--- config.mk ---
export PLATFORM = sky130hd
export DESIGN_NAME = instr_fetch_flat
export DESIGN_NICKNAME = d
export VERILOG_FILES = /design/src/rtl/instr_fetch_if.sv /design/src/rtl/instr_fetch.sv /design/src/flat_wrapper.sv
export SDC_FILE = /design/constraint.sdc
export NUM_CORES = 1
export LEC_CHECK = 0
export CAP_MARGIN = 20
export CORE_MARGIN = 2
export CORE_UTILIZATION = 53
export DETAILED_ROUTE_END_ITERATION = 10
export GPL_TIMING_DRIVEN = 0
export PLACE_DENSITY_LB_ADDON = 0.15
export SYNTH_ARGS = -nofsm -noshare
export SYNTH_HDL_FRONTEND = slang
export SYNTH_SLANG_ARGS = --single-unit
export TNS_END_PERCENT = 5
--- constraint.sdc ---
create_clock -name clk -period 7.8 [get_ports clk]
set_clock_uncertainty 0.2 [all_clocks]
set_input_delay 1.56 -clock clk [delete_from_list [all_inputs] [get_ports clk]]
set_output_delay 1.56 -clock clk [all_outputs]
set_load 0.02 [all_outputs]
--- src/rtl/instr_fetch_if.sv ---
`default_nettype none
// ============================================================================
//  Module      : instr_fetch_if
//  Description : Bundle of the program-load, control and issue signals of
//                instr_fetch.
//                The slave modport is the fetch unit.
//                The master modport is the loader/controller side and
//                consumes the issue.
//  Ports       : load_en/load_addr/load_data  program-memory write
//                start/stall                  execution control
//                opcode/operand/valid         issued instruction
//                pc/halted/issue_cnt          status
//  Revision    : 1.0 - initial release
// ============================================================================
interface instr_fetch_if;
  logic       load_en;
  logic [3:0] load_addr;
  logic [7:0] load_data;
  logic       start;
  logic       stall;
  logic [3:0] opcode;
  logic [3:0] operand;
  logic       valid;
  logic [3:0] pc;
  logic       halted;
  logic [7:0] issue_cnt;

  modport master (
    output load_en, load_addr, load_data, start, stall,
    input  opcode, operand, valid, pc, halted, issue_cnt
  );

  modport slave (
    input  load_en, load_addr, load_data, start, stall,
    output opcode, operand, valid, pc, halted, issue_cnt
  );
endinterface
`default_nettype wire

--- src/rtl/instr_fetch.sv ---
`default_nettype none
// ============================================================================
//  Module      : instr_fetch
//  Description : Instruction fetch/issue unit with a 16 x 8 program memory.
//                Each word has the form {opcode[7:4], operand[3:0]}.
//                Opcode 4'hE jumps to the operand address.
//                Opcode 4'hF halts.
//                Every other opcode is issued downstream.
//  Ports       : clk    - rising-edge clock
//                rst_n  - asynchronous active-low reset
//                bus    - instr_fetch_if.slave (load, control, issue, status)
//  Parameters  : START_PC - PC loaded on reset and on every start
//  Revision    : 1.0 - initial release
// ============================================================================
module instr_fetch #(
  parameter logic [3:0] START_PC = 4'h0
) (
  input  wire logic     clk,
  input  wire logic     rst_n,
  instr_fetch_if.slave  bus
);

  localparam logic [1:0] ST_IDLE = 2'd0;
  localparam logic [1:0] ST_RUN  = 2'd1;
  localparam logic [1:0] ST_HALT = 2'd2;

  localparam logic [3:0] C_OP_JMP  = 4'hE;
  localparam logic [3:0] C_OP_HALT = 4'hF;

  logic [1:0] r_state;
  logic [3:0] r_pc;
  logic [3:0] r_opcode;
  logic [3:0] r_operand;
  logic       r_valid;
  logic [7:0] r_issue_cnt;
  logic [7:0] r_mem [16];

  logic [7:0] w_word;
  logic       w_load_ok;

  assign w_word    = r_mem[r_pc];
  // The memory may only be written while nothing is being fetched.
  assign w_load_ok = bus.load_en && (r_state != ST_RUN);

  // Program memory. Reset clears every word, so it sits in flops rather
  // than a RAM macro.
  always_ff @(posedge clk or negedge rst_n) begin
    if (!rst_n) begin
      for (int i = 0; i < 16; i++) begin
        r_mem[i] <= 8'h00;
      end
    end else if (w_load_ok) begin
      r_mem[bus.load_addr] <= bus.load_data;
    end
  end

  always_ff @(posedge clk or negedge rst_n) begin
    if (!rst_n) begin
      r_state     <= ST_IDLE;
      r_pc        <= START_PC;
      r_opcode    <= 4'h0;
      r_operand   <= 4'h0;
      r_valid     <= 1'b0;
      r_issue_cnt <= 8'h00;
    end else begin
      case (r_state)
        ST_IDLE, ST_HALT: begin
          // A load on the same edge lands in memory first. A word written
          // to START_PC is therefore the one fetched on the next edge.
          if (bus.start) begin
            r_state     <= ST_RUN;
            r_pc        <= START_PC;
            r_issue_cnt <= 8'h00;
            r_valid     <= 1'b0;
          end
        end
        ST_RUN: begin
          // A stall freezes everything, including a pending JMP or HALT.
          if (!bus.stall) begin
            case (w_word[7:4])
              C_OP_JMP: begin
                r_pc    <= w_word[3:0];
                r_valid <= 1'b0;
              end
              C_OP_HALT: begin
                r_state <= ST_HALT;
                r_valid <= 1'b0;
              end
              default: begin
                r_opcode  <= w_word[7:4];
                r_operand <= w_word[3:0];
                r_valid   <= 1'b1;
                r_pc      <= r_pc + 4'd1;  // wraps 15 -> 0
                if (r_issue_cnt != 8'hFF) begin
                  r_issue_cnt <= r_issue_cnt + 8'd1;
                end
              end
            endcase
          end
        end
        default: begin
          r_state <= ST_IDLE;
          r_valid <= 1'b0;
        end
      endcase
    end
  end

  assign bus.opcode    = r_opcode;
  assign bus.operand   = r_operand;
  assign bus.valid     = r_valid;
  assign bus.pc        = r_pc;
  assign bus.halted    = (r_state == ST_HALT);
  assign bus.issue_cnt = r_issue_cnt;

endmodule
`default_nettype wire

--- src/flat_wrapper.sv ---
// flat-port wrapper written by rule: the top's interface ports become plain ports
module instr_fetch_flat 
#(
  parameter logic [3:0] START_PC = 4'h0
)
  (clk, rst_n, bus_load_en, bus_load_addr, bus_load_data, bus_start, bus_stall, bus_opcode, bus_operand, bus_valid, bus_pc, bus_halted, bus_issue_cnt);
  instr_fetch_if bus_i ();
  input  wire logic clk;
  input  wire logic rst_n;
  input wire logic [$bits(bus_i.load_en)-1:0] bus_load_en;
  input wire logic [$bits(bus_i.load_addr)-1:0] bus_load_addr;
  input wire logic [$bits(bus_i.load_data)-1:0] bus_load_data;
  input wire logic [$bits(bus_i.start)-1:0] bus_start;
  input wire logic [$bits(bus_i.stall)-1:0] bus_stall;
  output wire logic [$bits(bus_i.opcode)-1:0] bus_opcode;
  output wire logic [$bits(bus_i.operand)-1:0] bus_operand;
  output wire logic [$bits(bus_i.valid)-1:0] bus_valid;
  output wire logic [$bits(bus_i.pc)-1:0] bus_pc;
  output wire logic [$bits(bus_i.halted)-1:0] bus_halted;
  output wire logic [$bits(bus_i.issue_cnt)-1:0] bus_issue_cnt;
  assign bus_i.load_en = bus_load_en;
  assign bus_i.load_addr = bus_load_addr;
  assign bus_i.load_data = bus_load_data;
  assign bus_i.start = bus_start;
  assign bus_i.stall = bus_stall;
  assign bus_opcode = bus_i.opcode;
  assign bus_operand = bus_i.operand;
  assign bus_valid = bus_i.valid;
  assign bus_pc = bus_i.pc;
  assign bus_halted = bus_i.halted;
  assign bus_issue_cnt = bus_i.issue_cnt;
  instr_fetch #(.START_PC(START_PC)) u_core (.clk(clk), .rst_n(rst_n), .bus(bus_i));
endmodule
==> results.sh <==
export IMPL_status="complete, no violations"
export IMPL_r2r_cells=6
export IMPL_dieWidth_um=121
export IMPL_clock_sinks=151
export IMPL_ioPinCount=39
export IMPL_ant_nets=0
export IMPL_synth_seq_cells=151
export IMPL_worst_slack_ns=4.10
export IMPL_top_usage_layer="met2"
export IMPL_synth_compound_area_frac=0.0310
export IMPL_gr_usage_met3=0.0538
export IMPL_n_antenna_cell=0
export IMPL_synth_top_family_by_area="multiplexers"
export IMPL_grt_pass1_vias=4564
export IMPL_crit_path_start_kind="input port"
export IMPL_postCtsResizedCells=0
export IMPL_hp_class="reg -> reg"
export IMPL_ir_drop_mv=0.186
export IMPL_cts_buffer_depth=2
export IMPL_ys_types=45
export IMPL_final_area_um2=8400
export IMPL_syn_avg_cell_area_um2=15.0
export IMPL_final_cell_mix="dfrtp_1, mux2_2, clkdlybuf4s50_1"
export IMPL_synth_xor_area_frac=0
export IMPL_htreeDepth=4
export IMPL_crit_required_ns=7.90
export IMPL_grt_max_degree=87
export IMPL_leakagePower_nw=4.00
export IMPL_fin_util=0.632
export IMPL_reg2reg_from="u_core.bus.pc[1]$_DFFE_PN0P_"
export IMPL_slew_violations=0
export IMPL_rsz0062_at_grt="false"
export IMPL_p_per_area_nw_per_um2=271
export IMPL_synth_async_sr_flop_share=1.00
export IMPL_antenna_found_initial=0
export IMPL_hold_viol=0
export IMPL_ys_flop_type="dfrtp_1"
export IMPL_cts_root_buf="clkbuf_16"
export IMPL_gr_usage_met2=0.397
export IMPL_wl_per_cell_um=22.0
export IMPL_die_area_um2=14600
export IMPL_drive_above_1_share=0.359
export IMPL_post_cts_buffers=0
export IMPL_syn_nets=500
export IMPL_pre_cts_slack_ns=3.73
export IMPL_worstSetupEndpoint="u_core.r_mem[72]$_DFFE_PN0P_"
export IMPL_min_period_ns=3.70
export IMPL_fmax_mhz=270
export IMPL_dr_total_vias=4355
export IMPL_cts_clk_slew_worst_paths_ns=0.05
export IMPL_area_growth_syn_to_layout_pct=16.4
export IMPL_yosysWarningCount=0
export IMPL_cp_startpoint="bus_load_addr[0]"
export IMPL_synth_area_leaders="dfrtp_1, mux2_2, mux4_1, mux4_2, mux2i_1"
export IMPL_cts_buffers=17
export IMPL_hpwl_mm=10.7
export IMPL_worstHoldPathCells=1
export IMPL_synth_edf_count=0
export IMPL_setup_tns_ns=0
export IMPL_syn_area_um2=7220
export IMPL_gr_total_overflow=0
export IMPL_yosysTopAreaCellShare=0.523
export IMPL_cap_violations=0
export IMPL_slew_limit_headroom=0.178
export IMPL_grt_use_total=0.238
export IMPL_r2r_slack_ns=4.45
export IMPL_clock_latency_ns=0.42
export IMPL_r2r_end="u_core.bus.operand[0]$_DFFE_PN0P_"
export IMPL_fin_nets=560
export IMPL_worstSetupEndpointType="flop"
export IMPL_synth_adder_area_share=0.00347
export IMPL_ys_seq_area_frac=0.523
export IMPL_drt_total_wl_mm=16.0
export IMPL_synthMuxAreaShare=0.353
export IMPL_core_um2=13300
export IMPL_via_per_inst=5.98
export IMPL_start_util=0.543
export IMPL_die_h_um=121
export IMPL_setup_violations_final=0
export IMPL_postSynthCellCount=481
export IMPL_drc_errors=0
export IMPL_tightest_slew_ns=1.23
export IMPL_drt_first_pass_iters=5
export IMPL_worstSetupPathType="in -> reg"
export IMPL_drt_first_iter_violations=224
export IMPL_port_buffers=36
export IMPL_num_rows=42
export IMPL_critPathMaxFanout=8
export IMPL_postPlaceCellArea_um2=7830
export IMPL_worstPathArrival_ns=3.80
export IMPL_globalplace_congestion=0.825
export IMPL_synthSimpleGateAreaFrac=0.0614
export IMPL_fin_crit_sh=0.475
export IMPL_synth_largest_area_cell="dfrtp_1"
export IMPL_layout_commonest_cell="dfrtp_1"
export IMPL_grtUsageMet1=0.304
export IMPL_grt_pass1_wl_mm=25.4
export IMPL_cts_tree="done"
export IMPL_cts_hold_buf=0
## cell families (layout without fill, tap and decap cells)
logic type      Yosys count  in the layout
flops                   151            151
simple gates             86             86
mux                     183            183
compound gates           28             28
fa+ha+maj                 2              2
buf+inv                  31            102
## worst max-delay path, cell delays in order
cell and delay (ns):
clkdlybuf4s50_1 0.49, nand4b_1 0.32, nor2_1 1.00, mux2_2 0.42
## layout make-up
class / instances / area (µm²)
fillers: 979 / 4890
inverters: 5 / 18.8
well taps: 176 / 220
flip-flops and latches: 151 / 3780
repair buffers: 41 / 430
multi-input cells: 299 / 3240
clock inverters: 4 / 45.0
plain buffers: 26 / 180
clock buffers: 26 / 489
## metal layers
| layer | vias up | routed length (µm) |
|---|---|---|
| li1 | 1955 | - |
| met1 | 2276 | 6950 |
| met2 | 101 | 8270 |
| met3 | 23 | 520 |
| met4 | 0 | 305 |
| met5 | - | 0 |
## flip-flops by register name, indices dropped and copies added (netlist names)
register,cells
u_core.bus.issue_cnt,8
u_core.bus.opcode,4
u_core.bus.operand,4
u_core.bus.pc,4
u_core.bus.valid,1
u_core.r_mem,128
u_core.r_state,2
## cell usage after synthesis, drive strengths merged (4+ instances only)
library cell and n:
nor3 6, nand3 8, inv 5, dfrtp 151, nand2 24, nor2 23
nand4 6, a21oi 4, nand2b 6, nor2b 5, clkbuf 16, mux2 136
o21ai 4, mux4 36, buf 10, mux2i 11
## worst min path at each step
stage          slack, ns                            end                     startpoint
3_5_place_dp        0.29  u_core.r_mem[123]$_DFFE_PN0P_  u_core.r_mem[123]$_DFFE_PN0P_
6_report            0.29   u_core.r_mem[19]$_DFFE_PN0P_   u_core.r_mem[19]$_DFFE_PN0P_
3_3_place_gp        0.28   u_core.r_mem[59]$_DFFE_PN0P_   u_core.r_mem[59]$_DFFE_PN0P_
4_1_cts             0.30   u_core.r_mem[62]$_DFFE_PN0P_   u_core.r_mem[62]$_DFFE_PN0P_
5_1_grt             0.30   u_core.r_mem[83]$_DFFE_PN0P_   u_core.r_mem[83]$_DFFE_PN0P_
2_1_floorplan       0.27   u_core.r_mem[93]$_DFFE_PN0P_   u_core.r_mem[93]$_DFFE_PN0P_
## through the flow
stage               power [mW]  hold slack [ns]  cells
floorplan                 1.34            0.271    481
global placement          1.53            0.280    693
detailed placement        1.55            0.287    694
global route              2.38            0.304    728
CTS                       2.30            0.300    724
finish                    2.28            0.294    728
## power by group
group / internal, mW / leakage [nW] / total (mW) / switching [mW]
Clock: 0.459 / 0.264 / 0.750 / 0.291
Combinational: 0.293 / 1.70 / 0.584 / 0.291
Sequential: 0.886 / 2.04 / 0.947 / 0.0610
(Power assumes the default switching activity.)
